$ cat src/rtl/exec_pkg.sv
// Shared types and op-decode helpers for the multi-cycle execute unit.
package exec_pkg;

  typedef enum logic [4:0] {
    OP_ADD    = 5'd0,  OP_SUB  = 5'd1,  OP_SLL  = 5'd2,  OP_SLT    = 5'd3,
    OP_SLTU   = 5'd4,  OP_XOR  = 5'd5,  OP_SRL  = 5'd6,  OP_SRA    = 5'd7,
    OP_OR     = 5'd8,  OP_AND  = 5'd9,
    OP_MUL    = 5'd16, OP_MULH = 5'd17, OP_MULHSU = 5'd18, OP_MULHU = 5'd19,
    OP_DIV    = 5'd20, OP_DIVU = 5'd21, OP_REM  = 5'd22, OP_REMU   = 5'd23
  } exec_op_t;

  typedef enum logic [1:0] {S_IDLE, S_MUL, S_DIV, S_DONE} state_t;

  function automatic logic is_mul(exec_op_t op);
    return op inside {OP_MUL, OP_MULH, OP_MULHSU, OP_MULHU};
  endfunction

  function automatic logic is_div(exec_op_t op);
    return op inside {OP_DIV, OP_DIVU, OP_REM, OP_REMU};
  endfunction

  // {a_signed, b_signed}; MUL low half is sign-agnostic so it is treated as unsigned
  function automatic logic [1:0] is_signed(exec_op_t op);
    case (op)
      OP_MULH, OP_DIV, OP_REM: return 2'b11;
      OP_MULHSU:               return 2'b10;
      default:                 return 2'b00;
    endcase
  endfunction

endpackage

$ cat src/rtl/muldiv_iter.sv
// Iterative shift-add multiplier / restoring divider on operand magnitudes,
// one bit per cycle, sign correction folded into the final iteration.
module muldiv_iter
  import exec_pkg::*;
#(
  parameter int XLEN = 32
) (
  input  logic            clk,
  input  logic            rst,
  input  logic            start,
  input  logic            abort,
  input  exec_op_t        op,
  input  logic [XLEN-1:0] a,
  input  logic [XLEN-1:0] b,
  output logic            done,
  output logic [XLEN-1:0] result
);
  localparam int CW = $clog2(XLEN);

  logic [2*XLEN-1:0] acc, acc_nxt, prod;
  logic [XLEN-1:0]   mcand, mag_a, mag_b, q, r;
  logic [XLEN:0]     sum, rem_sh, diff;
  logic [CW-1:0]     cnt;
  logic [1:0]        sg;
  logic              run, div_q, hi_q, rem_q, neg_q, neg_r_q, sa, sb;

  assign sg    = is_signed(op);
  assign sa    = sg[1] & a[XLEN-1];
  assign sb    = sg[0] & b[XLEN-1];
  assign mag_a = sa ? -a : a;
  assign mag_b = sb ? -b : b;

  // acc = {hi, lo}: mul keeps partial sum in hi, multiplier in lo;
  // div keeps partial remainder in hi, dividend/quotient in lo
  always_comb begin
    acc_nxt = acc;
    sum     = '0;
    rem_sh  = '0;
    diff    = '0;
    if (div_q) begin
      rem_sh = acc[2*XLEN-1:XLEN-1];
      diff   = rem_sh - {1'b0, mcand};
      if (!diff[XLEN]) acc_nxt = {diff[XLEN-1:0], acc[XLEN-2:0], 1'b1};
      else             acc_nxt = {rem_sh[XLEN-1:0], acc[XLEN-2:0], 1'b0};
    end else begin
      sum     = {1'b0, acc[2*XLEN-1:XLEN]} + (acc[0] ? {1'b0, mcand} : '0);
      acc_nxt = {sum, acc[XLEN-1:1]};
    end
  end

  assign prod   = neg_q ? -acc_nxt : acc_nxt;
  assign q      = neg_q ? -acc_nxt[XLEN-1:0] : acc_nxt[XLEN-1:0];
  assign r      = neg_r_q ? -acc_nxt[2*XLEN-1:XLEN] : acc_nxt[2*XLEN-1:XLEN];
  assign result = div_q ? (rem_q ? r : q) : (hi_q ? prod[2*XLEN-1:XLEN] : prod[XLEN-1:0]);
  assign done   = run && (cnt == CW'(XLEN-1));

  always_ff @(posedge clk) begin
    if (rst) begin
      run <= 1'b0; cnt <= '0; acc <= '0; mcand <= '0;
      div_q <= 1'b0; hi_q <= 1'b0; rem_q <= 1'b0; neg_q <= 1'b0; neg_r_q <= 1'b0;
    end else if (abort) begin
      run <= 1'b0;
      cnt <= '0;
    end else if (start) begin
      run     <= 1'b1;
      cnt     <= '0;
      acc     <= {{XLEN{1'b0}}, mag_a};
      mcand   <= mag_b;
      div_q   <= is_div(op);
      hi_q    <= op inside {OP_MULH, OP_MULHSU, OP_MULHU};
      rem_q   <= op inside {OP_REM, OP_REMU};
      // divide-by-zero quotient stays all-ones, so never negate it
      neg_q   <= (sa ^ sb) && !(is_div(op) && b == '0);
      neg_r_q <= sa;
    end else if (run) begin
      acc <= acc_nxt;
      cnt <= cnt + 1'b1;
      if (done) run <= 1'b0;
    end
  end

endmodule

$ cat src/rtl/execute_mc.sv
// Multi-cycle execute unit: single-cycle ALU plus iterative M-extension
// engine behind a one-op-in-flight valid/ready handshake.
module execute_mc
  import exec_pkg::*;
#(
  parameter int XLEN     = 32,
  parameter bit FAST_ALU = 1'b1
) (
  input  logic            clk,
  input  logic            rst,
  input  logic            in_valid,
  output logic            in_ready,
  input  exec_op_t        op,
  input  logic [XLEN-1:0] a,
  input  logic [XLEN-1:0] b,
  input  logic            flush,
  output logic            out_valid,
  input  logic            out_ready,
  output logic [XLEN-1:0] result,
  output logic            zero,
  output logic            less,
  output logic            busy
);
  localparam int SW = $clog2(XLEN);

  state_t          state, nxt;
  logic            accept, m_op, m_q, eng_start, eng_done, lt;
  logic [XLEN-1:0] alu_res, eng_res, fin_res;
  logic [SW-1:0]   shamt;

  assign m_op      = is_mul(op) || is_div(op);
  assign in_ready  = (state == S_IDLE) && !flush;
  assign accept    = in_valid && in_ready;
  // with FAST_ALU off, ALU ops ride the engine purely for its timing
  assign eng_start = accept && (m_op || !FAST_ALU);
  assign out_valid = (state == S_DONE);
  assign busy      = (state != S_IDLE);
  assign shamt     = b[SW-1:0];
  assign lt        = (op inside {OP_SLTU, OP_MULHU, OP_DIVU, OP_REMU}) ? (a < b)
                                                                     : ($signed(a) < $signed(b));

  always_comb begin
    alu_res = '0;
    case (op)
      OP_ADD:  alu_res = a + b;
      OP_SUB:  alu_res = a - b;
      OP_SLL:  alu_res = a << shamt;
      OP_SLT:  alu_res = XLEN'($signed(a) < $signed(b));
      OP_SLTU: alu_res = XLEN'(a < b);
      OP_XOR:  alu_res = a ^ b;
      OP_SRL:  alu_res = a >> shamt;
      OP_SRA:  alu_res = $signed(a) >>> shamt;
      OP_OR:   alu_res = a | b;
      OP_AND:  alu_res = a & b;
      default: alu_res = '0;
    endcase
  end

  muldiv_iter #(.XLEN(XLEN)) u_muldiv (
    .clk    (clk),
    .rst    (rst),
    .start  (eng_start),
    .abort  (flush),
    .op     (op),
    .a      (a),
    .b      (b),
    .done   (eng_done),
    .result (eng_res)
  );

  always_comb begin
    nxt = state;
    case (state)
      S_IDLE:       if (accept) nxt = (!m_op && FAST_ALU) ? S_DONE
                                    : (is_div(op) ? S_DIV : S_MUL);
      S_MUL, S_DIV: if (eng_done) nxt = S_DONE;
      S_DONE:       if (out_ready) nxt = S_IDLE;
      default:      nxt = S_IDLE;
    endcase
    if (flush) nxt = S_IDLE;
  end

  assign fin_res = m_q ? eng_res : result;

  always_ff @(posedge clk) begin
    if (rst) begin
      state  <= S_IDLE;
      m_q    <= 1'b0;
      result <= '0;
      zero   <= 1'b0;
      less   <= 1'b0;
    end else begin
      state <= nxt;
      if (accept) begin
        m_q    <= m_op;
        less   <= lt;
        result <= alu_res;
        zero   <= (alu_res == '0);
      end else if (eng_done) begin
        result <= fin_res;
        zero   <= (fin_res == '0);
      end
    end
  end

endmodule

$ cat config.mk
export PLATFORM = sky130hd
export DESIGN_NAME = execute_mc
export DESIGN_NICKNAME = d
export VERILOG_FILES = /design/src/rtl/exec_pkg.sv /design/src/rtl/muldiv_iter.sv /design/src/rtl/execute_mc.sv
export SDC_FILE = /design/constraint.sdc
export NUM_CORES = 1
export LEC_CHECK = 0
export ABC_AREA = 1
export BUFFER_PORTS_ARGS = -buffer_cell sky130_fd_sc_hd__buf_2
export CAP_MARGIN = 20
export CORE_ASPECT_RATIO = 0.9
export CORE_MARGIN = 3
export CORE_UTILIZATION = 30
export DETAILED_ROUTE_END_ITERATION = 8
export GPL_TIMING_DRIVEN = 0
export PLACE_DENSITY = 0.55
export SETUP_SLACK_MARGIN = 0.3
export SYNTH_ARGS = -nofsm -noshare
export SYNTH_HDL_FRONTEND = slang
export SYNTH_HIERARCHICAL = 1
export SYNTH_SLANG_ARGS = --single-unit
$ cat constraint.sdc
create_clock -name clk -period 5.45 [get_ports clk]
set_input_delay 0 -clock clk [delete_from_list [all_inputs] [get_ports clk]]
set_output_delay 0 -clock clk [all_outputs]
set_load 0.05 [all_outputs]
==> run summary <==
The top achievable clock speed was 196 MHz; the total of buffers placed on input and output ports was 109. The count of routing violations after the opening detailed-route iteration is 4,810, and the setup clock skew after layout is 26.9 ps. For the pin with the worst max-slew slack, the measured transition is 1140 ps. The placed instances occupy a cell area of 0.0306 mm². In this run the clock root is driven by a clkbuf_16. The warning count from the yosys run came out at 6. The logs give 0.101 for the proportion of synthesized chip area in sequential cells and 106 for the site row count. Most common cell after layout, fill and taps aside: nand2_1. The area occupied by multi-input gates is 0.0224 mm². The mapped netlist covers 0.0285 mm².

The logs give 178 µV for the largest vdd supply drop and 37.6k for the total number of vias. Worst reg-to-reg path cell count: 37. The core region is 0.0935 mm². Compared with the post-synthesis result, the final layout area differs by 14.7%. The detail-routed via count per cell is 5.39. For the number of antenna violations at the first check in global routing, the log shows 5. The share of synthesized flip-flops with an asynchronous set or reset is 0, and the wire length of the first global-routing pass is 233,000 µm.

The slowest stage of the critical path belongs to the cell dfxtp_2. The count of nets left with antenna violations once routing finished came out at 0. The tools report the total setup violations reported at the end of the flow as 0. The worst register-to-register path begins at u_muldiv/acc[31]. Delay of the slowest critical-path stage: 350 ps. The run gives 340 ps as the reg2reg setup slack. The final cycle utilization of the critical path is 0.937, and the number of nets at the end of the flow is 5,967.

The terminus of the critical flop-to-flop path was zero. The run gives 10.9k as the number of fill cells in the layout. Leaving out fill and tap cells, the most frequent cells in the layout are nand2_1 (1,866), inv_1 (782), nand3_1 (622). In the final timing run, aggregate negative setup slack is 0 ps. The critical path data required time is 5870 ps.

The analysis attributes to cell leakage a power of 17.8 nW. The worst hold path terminates at u_muldiv/mcand[6]. Counting every sink on the clock net gives 144. After detailed routing, the average wire length per cell comes to 23.5 µm. After synthesis the netlist holds a flip-flop and latch count of 144. A synthesized cell averages 5.16 µm². The run gives 0 as the number of hold-slack violations in the final timing report. The final core area utilization is 0.350, and the total power divided by cell area is 146 mW/mm². Buffers inserted during clock tree synthesis total 17. Across the run, the number of max-cap violations was 0. Along the worst path, the maximum fanout reaches 4. The startpoint identified for the worst hold timing path is b[6]. After layout, the minimum clock period comes to 5110 ps. The H-tree was split into 4 levels. The flow ran to the end, and the final reports show no timing, DRC or antenna violations. The final hold slack was 44.4 ps.

For the worst slew margin relative to its limit, the log shows 0.235. The first TritonRoute pass finished after 6 iterations. Counting stages on the worst path, the most repeated cell is nand2_4.

Wires add up to 164,000 µm. The tools report the count of pins over their slew limit as 0. The start-to-end type of the worst setup path was register to register.

The detailed placer's ending HPWL was 137,000 µm. Setup repair after global routing could not meet its margin everywhere. The sort of element at the end of the critical path is a register.

The class of the tightest hold or removal check is primary input to register. The via count of the first global-routing pass is 34.2k. Worst-case clock buffer depth: 2. The finished layout cell area is 0.0327 mm², and the clock transition at the registers of the reported paths is 70 ps. Clock latency of the later-clocked register in the worst-skew pair: 500 ps. For the combined global-route utilization of all metal layers, the log shows 0.320. The cell count after synthesis came out at 5,525. The synthesized design contains 0 enable-type register cells. Largest net degree at the start of global routing: 17. Routability-driven placement finished with a final weighted congestion of 1.03. The worst hold path was traced through 4 stages. The most used flip-flop cell after synthesis is dfxtp_1.

The sequential standard cell area is 0.00296 mm², and the arrival time at the worst endpoint is 5530 ps. The run gives 0.305 as the initial standard-cell utilization of the core. For the total congestion overflow, the log shows 0. The die covers 0.0987 mm². Fraction of final layout cells sized beyond drive strength 1: 0.102.

The worst setup path is launched from a register. Measured along the y axis, the die boundary spans 298 µm. The count of cell types in the netlist was 60; the number of remaining DRC errors was 0.

I/O pin count: 111. TritonCTS built the clock tree. The die is 331 µm wide. The post-synth net total came out at 5,776.
per-layer routing:
metal,track usage,routed length [µm],vias to the layer above
met3,0.0475,14100,338
met5,0,11,-
met1,0.433,70700,17400
li1,-,-,18000
met2,0.495,70000,1833
met4,0.153,9310,2
critical path, delay by kind of cell (launching register included):
kind	cells	cell delay [ps]
simple gates	27	3080
buf+inv	4	350
fa+ha+maj	3	640
flops	1	350
compound gates	3	560
state kept, by name, summed over array words and instances, names as in the netlist, 2 cells and up:
register	flops
result	32
u_muldiv/cnt	5
state	2
u_muldiv/acc	64
u_muldiv/mcand	32
metrics by stage:
step                power [mW]  setup slack [ps]  cells
finish                    4.77               344   6973
CTS                       4.67               304   6959
global route              5.01               185   6971
global placement          3.31             -1080   6876
floorplan                 2.50               837   5525
detailed placement        3.30             -1070   6876
repair_timing:
item	in CTS	in global routing
resized for setup	124	126
hold buffers	23	0
pin swaps	28	36
endpoints found under the hold margin	24	0
setup buffers	28	12
endpoints found under the setup margin	15	9
cells by family (layout without fill, tap and decap cells):
family / Yosys count / in the layout / share of synthesized area
compound gates: 714 / 714 / 0.142
simple gates: 3348 / 3348 / 0.497
buf+inv: 1022 / 1226 / 0.144
mux: 10 / 10 / 0.00351
xor+xnor: 110 / 110 / 0.0338
fa+ha+maj: 177 / 177 / 0.0788
other cells: 0 / 2 / 0
flops: 144 / 144 / 0.101
how the worst max path moves through the flow:
stage,startpoint,end,slack (ps),cells after the start
final,u_muldiv/acc[31],zero,340,37
after global routing,u_muldiv/acc[31],zero,180,39
after CTS,u_muldiv/acc[56],zero,300,37
after detailed placement,u_muldiv/acc[31],zero,-1070,40
after global placement,u_muldiv/acc[31],zero,-1080,40
after floorplan,u_muldiv/acc[31],zero,840,38
power breakdown:
part | internal, mW | total [mW] | switching (mW)
logic | 0.690 | 2.42 | 1.73
clock network | 0.682 | 1.25 | 0.568
registers | 1.07 | 1.10 | 0.0296
layout make-up:
class / instances / area share
timing repair buffer: 172 / 0.0333
clock inverter: 13 / 0.00463
multi-input combinational: 4359 / 0.684
sequential: 144 / 0.0906
inverter: 809 / 0.0933
clock buffer: 19 / 0.0132
antenna: 2 / 0.000153
buffer: 213 / 0.0332
tap: 1242 / 0.0475
Yosys cell counts (3+ instances only):
cell	number	area (µm²)
xnor2_1	38	333
a21oi_1	281	1410
buf_6	18	203
inv_1	795	2980
o21a_1	6	45.0
buf_2	62	310
nand3_2	15	150
and2_1	14	87.6
nand2_4	7	78.8
inv_2	11	41.3
nand4_1	49	307
xor2_1	72	631
buf_4	12	90.1
o21ai_2	5	43.8
fa_1	4	80.1
nand2_2	44	275
a21oi_2	5	43.8
a211oi_1	7	52.6
or2_2	18	113
dfxtp_1	144	2880
buf_1	24	90.1
a31oi_1	19	119
o31ai_1	8	60.1
clkbuf_1	97	364
nor2_2	20	125
o21bai_1	20	150
ha_1	173	2160
nor2_1	539	2020
nor3_1	61	305
nor3_2	3	30.0
o221ai_1	5	43.8
o211ai_1	28	210
o21ai_1	16	80.1
a221oi_1	20	175
o21ai_0	236	1180
o22ai_1	36	225
nor4_1	13	81.3
a21o_1	10	75.1
nor2_4	6	67.6
nand2_1	1900	7130
o21ai_4	3	48.8
nand3b_1	18	135
nand3_1	633	3170
mux2i_1	10	100
Power figures use the tool's default switching activity.
